==> src/rtl/dcpu16_rarb_pkg.sv <==
// Shared dcpu16 definitions for the register-file arbiter: requester count,
// arbitration state encodings, register index width and data width.
package dcpu16_rarb_pkg;

  localparam int NREQ   = 2;
  localparam int REG_AW = 3;
  localparam int DATA_W = 16;

  // Arbitration states
  localparam logic [0:0] ST_ARB  = 1'b0;
  localparam logic [0:0] ST_LOCK = 1'b1;

  // Last-grant pointer values
  localparam logic PTR_M0 = 1'b0;
  localparam logic PTR_M1 = 1'b1;

endpackage

==> src/rtl/dcpu16_rarb.sv <==
// Two-master register-file arbiter for the dcpu16. The CPU (m0) and the
// debug port (m1) share one register-file access per cycle. Issue is
// combinational; the response valid follows its grant by one enabled cycle
// and read data comes straight from the register file. m1 can hold the
// file exclusively with m1_lock.
module dcpu16_rarb
  import dcpu16_rarb_pkg::*;
(
  input  logic              clk,
  input  logic              rst,
  input  logic              ena,
  // CPU side
  input  logic              m0_req,
  input  logic              m0_we,
  input  logic [REG_AW-1:0] m0_adr,
  input  logic [DATA_W-1:0] m0_dat_i,
  output logic              m0_gnt,
  output logic              m0_rvld,
  output logic [DATA_W-1:0] m0_dat_o,
  // Debug side
  input  logic              m1_req,
  input  logic              m1_we,
  input  logic              m1_lock,
  input  logic [REG_AW-1:0] m1_adr,
  input  logic [DATA_W-1:0] m1_dat_i,
  output logic              m1_gnt,
  output logic              m1_rvld,
  output logic [DATA_W-1:0] m1_dat_o,
  // Register file
  output logic [REG_AW-1:0] rra,
  output logic [REG_AW-1:0] rwa,
  output logic [DATA_W-1:0] rwd,
  output logic              rwe,
  output logic              rena,
  input  logic [DATA_W-1:0] rrd
);

  logic [0:0]      state;
  logic [0:0]      state_nxt;
  logic            last;
  logic            last_nxt;
  logic [NREQ-1:0] vld_p1;
  logic            arb_mode;
  logic            gnt0;
  logic            gnt1;

  // Grant decision: round-robin in ARB, m1 only while the lock is held.
  // Dropping m1_lock releases the lock in the same cycle, so arbitration
  // already follows ARB rules then. Reset and stall suppress all grants.
  always_comb begin
    arb_mode = (state == ST_ARB) || !m1_lock;
    gnt0     = 1'b0;
    gnt1     = 1'b0;
    if (rst && ena) begin
      if (arb_mode) begin
        if (m0_req && m1_req) begin
          gnt1 = (last == PTR_M0);
          gnt0 = (last == PTR_M1);
        end else begin
          gnt0 = m0_req;
          gnt1 = m1_req;
        end
      end else begin
        gnt1 = m1_req;
      end
    end
  end

  // Route the winner onto the register-file port.
  always_comb begin
    rra    = gnt1 ? m1_adr : m0_adr;
    rwa    = gnt1 ? m1_adr : m0_adr;
    rwd    = gnt1 ? m1_dat_i : m0_dat_i;
    rwe    = (gnt0 && m0_we) || (gnt1 && m1_we);
    rena   = gnt0 || gnt1;
    m0_gnt = gnt0;
    m1_gnt = gnt1;
  end

  // Next arbitration state and last-grant pointer.
  always_comb begin
    state_nxt = state;
    if (gnt1 && m1_lock) begin
      state_nxt = ST_LOCK;
    end else if (!m1_lock) begin
      state_nxt = ST_ARB;
    end
    last_nxt = last;
    if (gnt0) begin
      last_nxt = PTR_M0;
    end else if (gnt1) begin
      last_nxt = PTR_M1;
    end
  end

  // Control flops; everything holds while the pipeline is stalled.
  always_ff @(posedge clk or negedge rst) begin
    if (!rst) begin
      state  <= ST_ARB;
      last   <= PTR_M1;
      vld_p1 <= '0;
    end else if (ena) begin
      state  <= state_nxt;
      last   <= last_nxt;
      vld_p1 <= {gnt1, gnt0};
    end
  end

  // ---- stage p1: response (register file data is valid here) ----
  assign m0_rvld  = vld_p1[0];
  assign m1_rvld  = vld_p1[1];
  assign m0_dat_o = rrd;
  assign m1_dat_o = rrd;

endmodule

==> config.mk <==
export PLATFORM = sky130hd
export DESIGN_NAME = dcpu16_rarb
export DESIGN_NICKNAME = d
export VERILOG_FILES = /design/src/rtl/dcpu16_rarb_pkg.sv /design/src/rtl/dcpu16_rarb.sv
export SDC_FILE = /design/constraint.sdc
export NUM_CORES = 1
export LEC_CHECK = 0
export ABC_AREA = 1
export BUFFER_PORTS_ARGS = -buffer_cell sky130_fd_sc_hd__clkbuf_2
export CORE_ASPECT_RATIO = 1.75
export CORE_MARGIN = 10
export CORE_UTILIZATION = 28
export CTS_BUF_LIST = sky130_fd_sc_hd__clkbuf_8
export DETAILED_ROUTE_END_ITERATION = 6
export HOLD_SLACK_MARGIN = 0.15
export PLACE_DENSITY = 0.77
export SYNTH_ARGS = -nofsm -noshare
export SYNTH_HDL_FRONTEND = slang
export SYNTH_SLANG_ARGS = --single-unit
==> constraint.sdc <==
create_clock -name clk -period 1.32 [get_ports clk]
set_input_delay 0.198 -clock clk [delete_from_list [all_inputs] [get_ports clk]]
set_output_delay 0.198 -clock clk [all_outputs]
set_load 0.01 [all_outputs]
==> metrics.txt, run 1 <==
element type at the critical path start flop; wire per inst 14.81 um; Final Total Pwr 793.4 uW; crit path buf inv count 2; # diodes 0; Final Hold Viols 0; Multi-input gate area 415.4 um^2; Die Height 92.39 um; # fillers 341; full die area 5669 um^2; slowest stage cell on the critical path dfstp_2; CTS clk-pin slew, worst paths ~40 ps; Period Utilization, post-route 1.191; largest family of logic cells by synthesized area buffers and inverters; max-slew violation count 0; Core Area 2895 um^2; CP endpoint kind output pin; drt first pass iters 3; Die Wd 61.36 um; mux cell area share after synthesis 0; failing checks negative setup slack; Seq/Total Area, Yosys 0.1209; Period minus WS final 1573 ps; syn avg cell area between 6 and 7 um^2; vias in the first global route 945; Area Overhead vs Synth 25.08%; CTS HTree Levels 1; P_leak 0.6874 nW; clock sink total 4; Worst-Skew Late Latency 220 ps; headroom to the max-slew limit 0.8503; Final GP Congestion about 0.73; Synth async-reset ratio 1.000; Yosys top cell by area buf_4; unrepaired setup endpoints after global routing true; post-synth net total 193; CTS buffer count 3; Initial Utilization 0.2895; number of synthesized register bits 4; worst stage delay on the critical path 540 ps; simple-gate portion of the synthesized area 0.4269; worst setup margin -252.7 ps; post-synth top area share 0.3134; global router's overall resource usage 0.09427; status complete, but fails checks; pwr/cell area around 760 nW/um^2; largest net degree at the start of global routing 23; critical path cell sequence nand3_4, buf_8, nand3_1, nand2_1, clkbuf_2; Setup CP Type reg2out; max frequency 0.6359 GHz; Core Rows 26; IO Count between 100 and 150; Remaining Overflow, GRT 0; max_cap viols 0; root buffer cell clkbuf_8; VDD IR-drop max 0.4278 mV; Min Hold Slack 259.3 ps; worst clock skew 4.644 ps; Sequential Power Share 0.196; Post-route DRC 0; compound-gate portion of the synthesized area 0.02388; Nets between 200 and 250; clock power share 0.343; DP Area 960.9 um^2; Worst Hold Class in2reg; Port Buffers 73; CP arrival around 1400 ps; Syn Inst Count 131; combinational power share 0.461; first-pass GRT wire length 4215 um; Synth Warn # 0; worst slew pin tran between 200 and 250 ps; Worst Path Required 1120 ps; Post-Synth Adder-Cell Area 0; Post-synth EDFFs 0; dpl hpwl 2474 um; FF/Latch Area 101.3 um^2; CP delay by family, top flip-flops; final setup fails 26; Post-Synth XOR/XNOR Area 0; synthesized cell area roughly 840 um^2; sw power 287.8 uW; number of routed nets with antenna violations 0; synth unique cells 15; ratio of cells with drive above 1 in the final layout 0.5549; Vias/cell 4.443; Setup WS pre-CTS -65.65 ps; Final Cell Area 1049 um^2; synth cell count leaders nand2_1 (40), buf_4 (35), nand3_1 (21), inv_1 (7), nand2_2 (7); initial antenna violation count 0; Routed WL 2977 um; Sw Share 0.3627; initial drt markers 34; internal power 505.6 uW; Clock Tree Buf Depth 2; via count ~900; Synth area leaders buf_4 (31%), nand2_1 (18%), nand3_1 (13%); crit-path max FO 16; most common cell in the netlist nand2_1; main flop type after synthesis dfrtp_1; CTS tree yes
[power groups by stage]
stage,logic [mW],clock network [mW],registers (mW)
4_1_cts,0.363,0.281,0.155
5_1_grt,0.413,0.286,0.157
2_1_floorplan,0.302,0,0.157
3_5_place_dp,0.348,0,0.157
3_3_place_gp,0.344,0,0.155
6_report,0.366,0.272,0.155
[placed cells by master (no fill, tap or decap)]
cell type,Yosys,final
nor2_8,1,1
nand2_1,40,37
nand3_1,21,21
dfrtp_1,3,3
buf_8,0,1
clkbuf_2,0,73
inv_1,7,8
buf_12,0,1
buf_4,35,2
nand2_4,1,1
dlygate4sd3_1,0,1
o21ai_1,0,1
dfstp_2,1,1
nand3_4,0,1
nand2_2,7,10
nor2_1,3,2
nor2_2,0,1
nand4_1,1,1
o21ai_0,4,3
nand2_8,0,1
clkbuf_8,1,3
[flip-flops by register name (all words and copies together), names as in the netlist]
register	count
last	1
vld_p1	2
state	1
[path summary, 6_finish.rpt]
path	start	end	slack [ps]	depth (start not counted)
worst max-delay path	last	rra[2]	-250	5
worst min-delay path	m1_lock	state	260	3
worst max register to register	last	state	220	4
worst min register to register	vld_p1[1]	vld_p1[1]	500	2
max in group asynchronous	rst	last	710	3
min in group asynchronous	rst	state	410	3
[layer usage]
metal  part of all wire  GRT usage
met1               0.30    0.07148
met5                  0          0
met3               0.16    0.04104
met4              0.051    0.07865
met2               0.49     0.1685
[final cells by class]
type / count / share of cell area
multi-input cells: 80 / 0.3962
clock inverters: 1 / 0.003580
flip-flops and latches: 4 / 0.09666
well taps: 28 / 0.03341
repair buffers: 78 / 0.4057
inverters: 7 / 0.02506
clock buffers: 3 / 0.03938
[cell families (layout without fill, tap and decap cells)]
logic type             after synthesis  in the layout
flip-flops                           4              4
AND/OR/NAND/NOR                     75             76
buffers and inverters               48             89
AO/OA/AOI/OAI                        4              4
[worst register-to-register path, cell delays in order (launching register included)]
cell and delay, ps:
dfstp_2 540, nand3_4 150, buf_4 190, nand3_1 60
nand2_1 50
[repair_timing]
action | 4_1_cts | 5_1_grt
endpoints found under the hold margin | 4 | 0
cloned | 0 | 1
resized for setup | 4 | 2
buffers inserted | 0 | 0
pin swaps | 1 | 1
endpoints found under the setup margin | 26 | 26
hold buffers | 1 | 0
[through the flow]
| step | utilization | cells | setup TNS [ps] |
|---|---|---|---|
| floorplan | - | 131 | 0 |
| global placement | 0.3319 | 195 | -175.6 |
| CTS | 0.3570 | 200 | -4974 |
| global route | 0.3621 | 201 | -7384 |
| finish | 0.3621 | 201 | -5692 |
| detailed placement | 0.3319 | 195 | -430.4 |
(Power assumes the default switching activity.)
==> run 2, diff against run 1 <==
==> constraint.sdc (replaced) <==
create_clock -name clk -period 1.32 [get_ports clk]
set_input_delay 0.066 -clock clk [delete_from_list [all_inputs] [get_ports clk]]
set_output_delay 0.066 -clock clk [all_outputs]
set_load 0.01 [all_outputs]
==> metrics.txt, run 2 (synthesis gave the netlist of run 1 again) <==
worst slew pin tran 240.6 ps (+16.03 ps); Die Wd 61.36 um (unchanged); Nets 251 (+6.4%); Area Overhead vs Synth 44.33%; Non-Filler Instances 216 (+7.5%); Post-Route M1 WL 1135 um (+28%); Worst Path Required 1250 ps (+130 ps); global router's overall resource usage 0.1014 (+0.007130); Worst Hold Class in2reg; Sw Share 0.3711 (+0.008351); Largest register FFs 2 (unchanged); setup repair bufs after CTS 0 (unchanged); CTS tree yes; dpl hpwl 2393 um (-3.3%); IO Count 122 (unchanged); clock sink total 4 (unchanged); wire per inst 14.95 um (+0.96%); Reg with most FFs vld_p1; commonest non-fill, non-tap cell in the layout clkbuf_2; largest net degree at the start of global routing 23 (unchanged); Final Cell Area 1210 um^2 (+15%); root buffer cell clkbuf_8; Die Height 92.39 um (unchanged); worst clock skew 4.847 ps (+0.2029 ps); number of routed nets with antenna violations 0 (unchanged); crit-path max FO 16 (unchanged); status complete, but fails checks; vias in the first global route 1066 (+13%); Port Buffers 73 (unchanged); P_leak 0.7497 nW (+9.1%); top routing layer used met4; Core Area 2895 um^2 (unchanged); element type at the critical path start flop; Min Hold Slack 153.7 ps (-105.6 ps); Setup WS pre-CTS 86.07 ps (+151.7 ps); drt first pass iters 3 (unchanged); VDD IR-drop max 0.5748 mV (+34%); Final Util 0.4179 (+0.05575); worst setup margin -73.41 ps (+179.3 ps); Core Rows 26 (unchanged); full die area 5669 um^2 (unchanged); unrepaired setup endpoints after global routing true; most frequent cells in the layout clkbuf_2 (52), nand2_1 (40), nand3_1 (20); ratio of cells with drive above 1 in the final layout 0.4894 (-0.06555); Vias/cell 4.579 (+3.1%); failing checks negative setup slack; Setup CP Type reg2out; clock power share 0.310 (-0.033); # diodes 0 (unchanged); Met3 Wirelength 537 um (+12%); max-slew violation count 0 (unchanged); initial drt markers 19 (-44%); Initial Utilization 0.2895 (unchanged); initial antenna violation count 0 (unchanged); CTS buffer count 3 (unchanged); post-route setup TNS -1196 ps (+4496 ps); Period minus WS final 1393 ps (-179.3 ps); pwr/cell area 714.3 nW/um^2 (-5.6%); CP arrival 1330 ps (-40 ps); CP endpoint kind output pin; final setup fails 24 (-7.7%); DP Area 940.9 um^2 (-2.1%); sw power 320.7 uW (+11%); biggest regs vld_p1: 2 flops, last: 1 flops, state: 1 flops; Final GP Congestion 0.7131 (-1.7%); via count 989 (+11%); Final Hold Viols 0 (unchanged); CTS clk-pin slew, worst paths 40 ps (about the same); Sequential Power Share 0.179 (-0.017); Remaining Overflow, GRT 0 (unchanged); # fillers 304 (-11%); Clock Tree Buf Depth 2 (unchanged); max frequency 0.7177 GHz (+13%); combinational power share 0.512 (+0.051); Cells after DPL 194 (-0.51%); Routed WL 3230 um (+8.5%); Post-route DRC 0 (unchanged); max_cap viols 0 (unchanged); Final Total Pwr 864.2 uW (+8.9%); Worst-Skew Late Latency 220 ps (about the same); internal power 543.5 uW (+7.5%); Period Utilization, post-route 1.056 (-0.1358); headroom to the max-slew limit 0.8390 (-0.01121); CTS HTree Levels 1 (unchanged); met2 wire len 1517 um (+4.1%); first-pass GRT wire length 4623 um (+9.7%)
==> run 2: cell types whose count changed in the layout (fill, tap and decap cells not counted), moves of 2 or more <==
cell,delta
nand2_2,-3
buf_6,+2
clkbuf_2,-21
buf_2,+19
dlygate4sd3_1,+17
nand2_1,+3
==> run 2: area by class of cell <==
type,instances,area (um^2),area share
multi-input cells,79,401.6,0.3320
repair buffers,94,600.6,0.4964
inverters,7,26.28,0.02172
flip-flops and latches,4,101.3,0.08376
well taps,28,35.03,0.02896
clock buffers,3,41.29,0.03413
clock inverters,1,3.754,0.003102
==> run 2: layer usage <==
metal | track usage | vias to the layer above
met5 | 0 | -
met4 | 0.04682 | 0
met3 | 0.04378 | 4
met2 | 0.1833 | 87
met1 | 0.09112 | 406
li1 | - | 492
==> run 2: power by group through the flow <==
| stage | clock, mW | combinational [mW] | sequential (mW) |
|---|---|---|---|
| 2_1_floorplan | 0 | 0.296 | 0.155 |
| 3_3_place_gp | 0 | 0.338 | 0.152 |
| 3_5_place_dp | 0 | 0.341 | 0.153 |
| 4_1_cts | 0.280 | 0.446 | 0.154 |
| 5_1_grt | 0.293 | 0.490 | 0.157 |
| 6_report | 0.268 | 0.442 | 0.154 |
==> run 2: repair_timing <==
action                     CTS  global route
setup endpoints to repair   26            26
hold endpoints to repair    37             0
pin swaps                    1             0
resized for setup            7            23
hold buffers                18             0
==> run 2: path summary, 6_finish.rpt <==
check	start	to	slack, ps	depth (start not counted)
worst max-delay path	last	rra[1]	-70	5
worst min-delay path	ena	vld_p1[1]	150	4
worst max register to register	last	state	250	4
worst min register to register	vld_p1[1]	vld_p1[1]	490	2
max in group asynchronous	rst	last	830	2
min in group asynchronous	rst	state	240	2
==> run 2: critical path: stages (launching register included) <==
cell     delay [ps]
dfstp_2         540
nand3_4         120
buf_8           170
nand3_1          70
nand2_1          70
buf_2           140
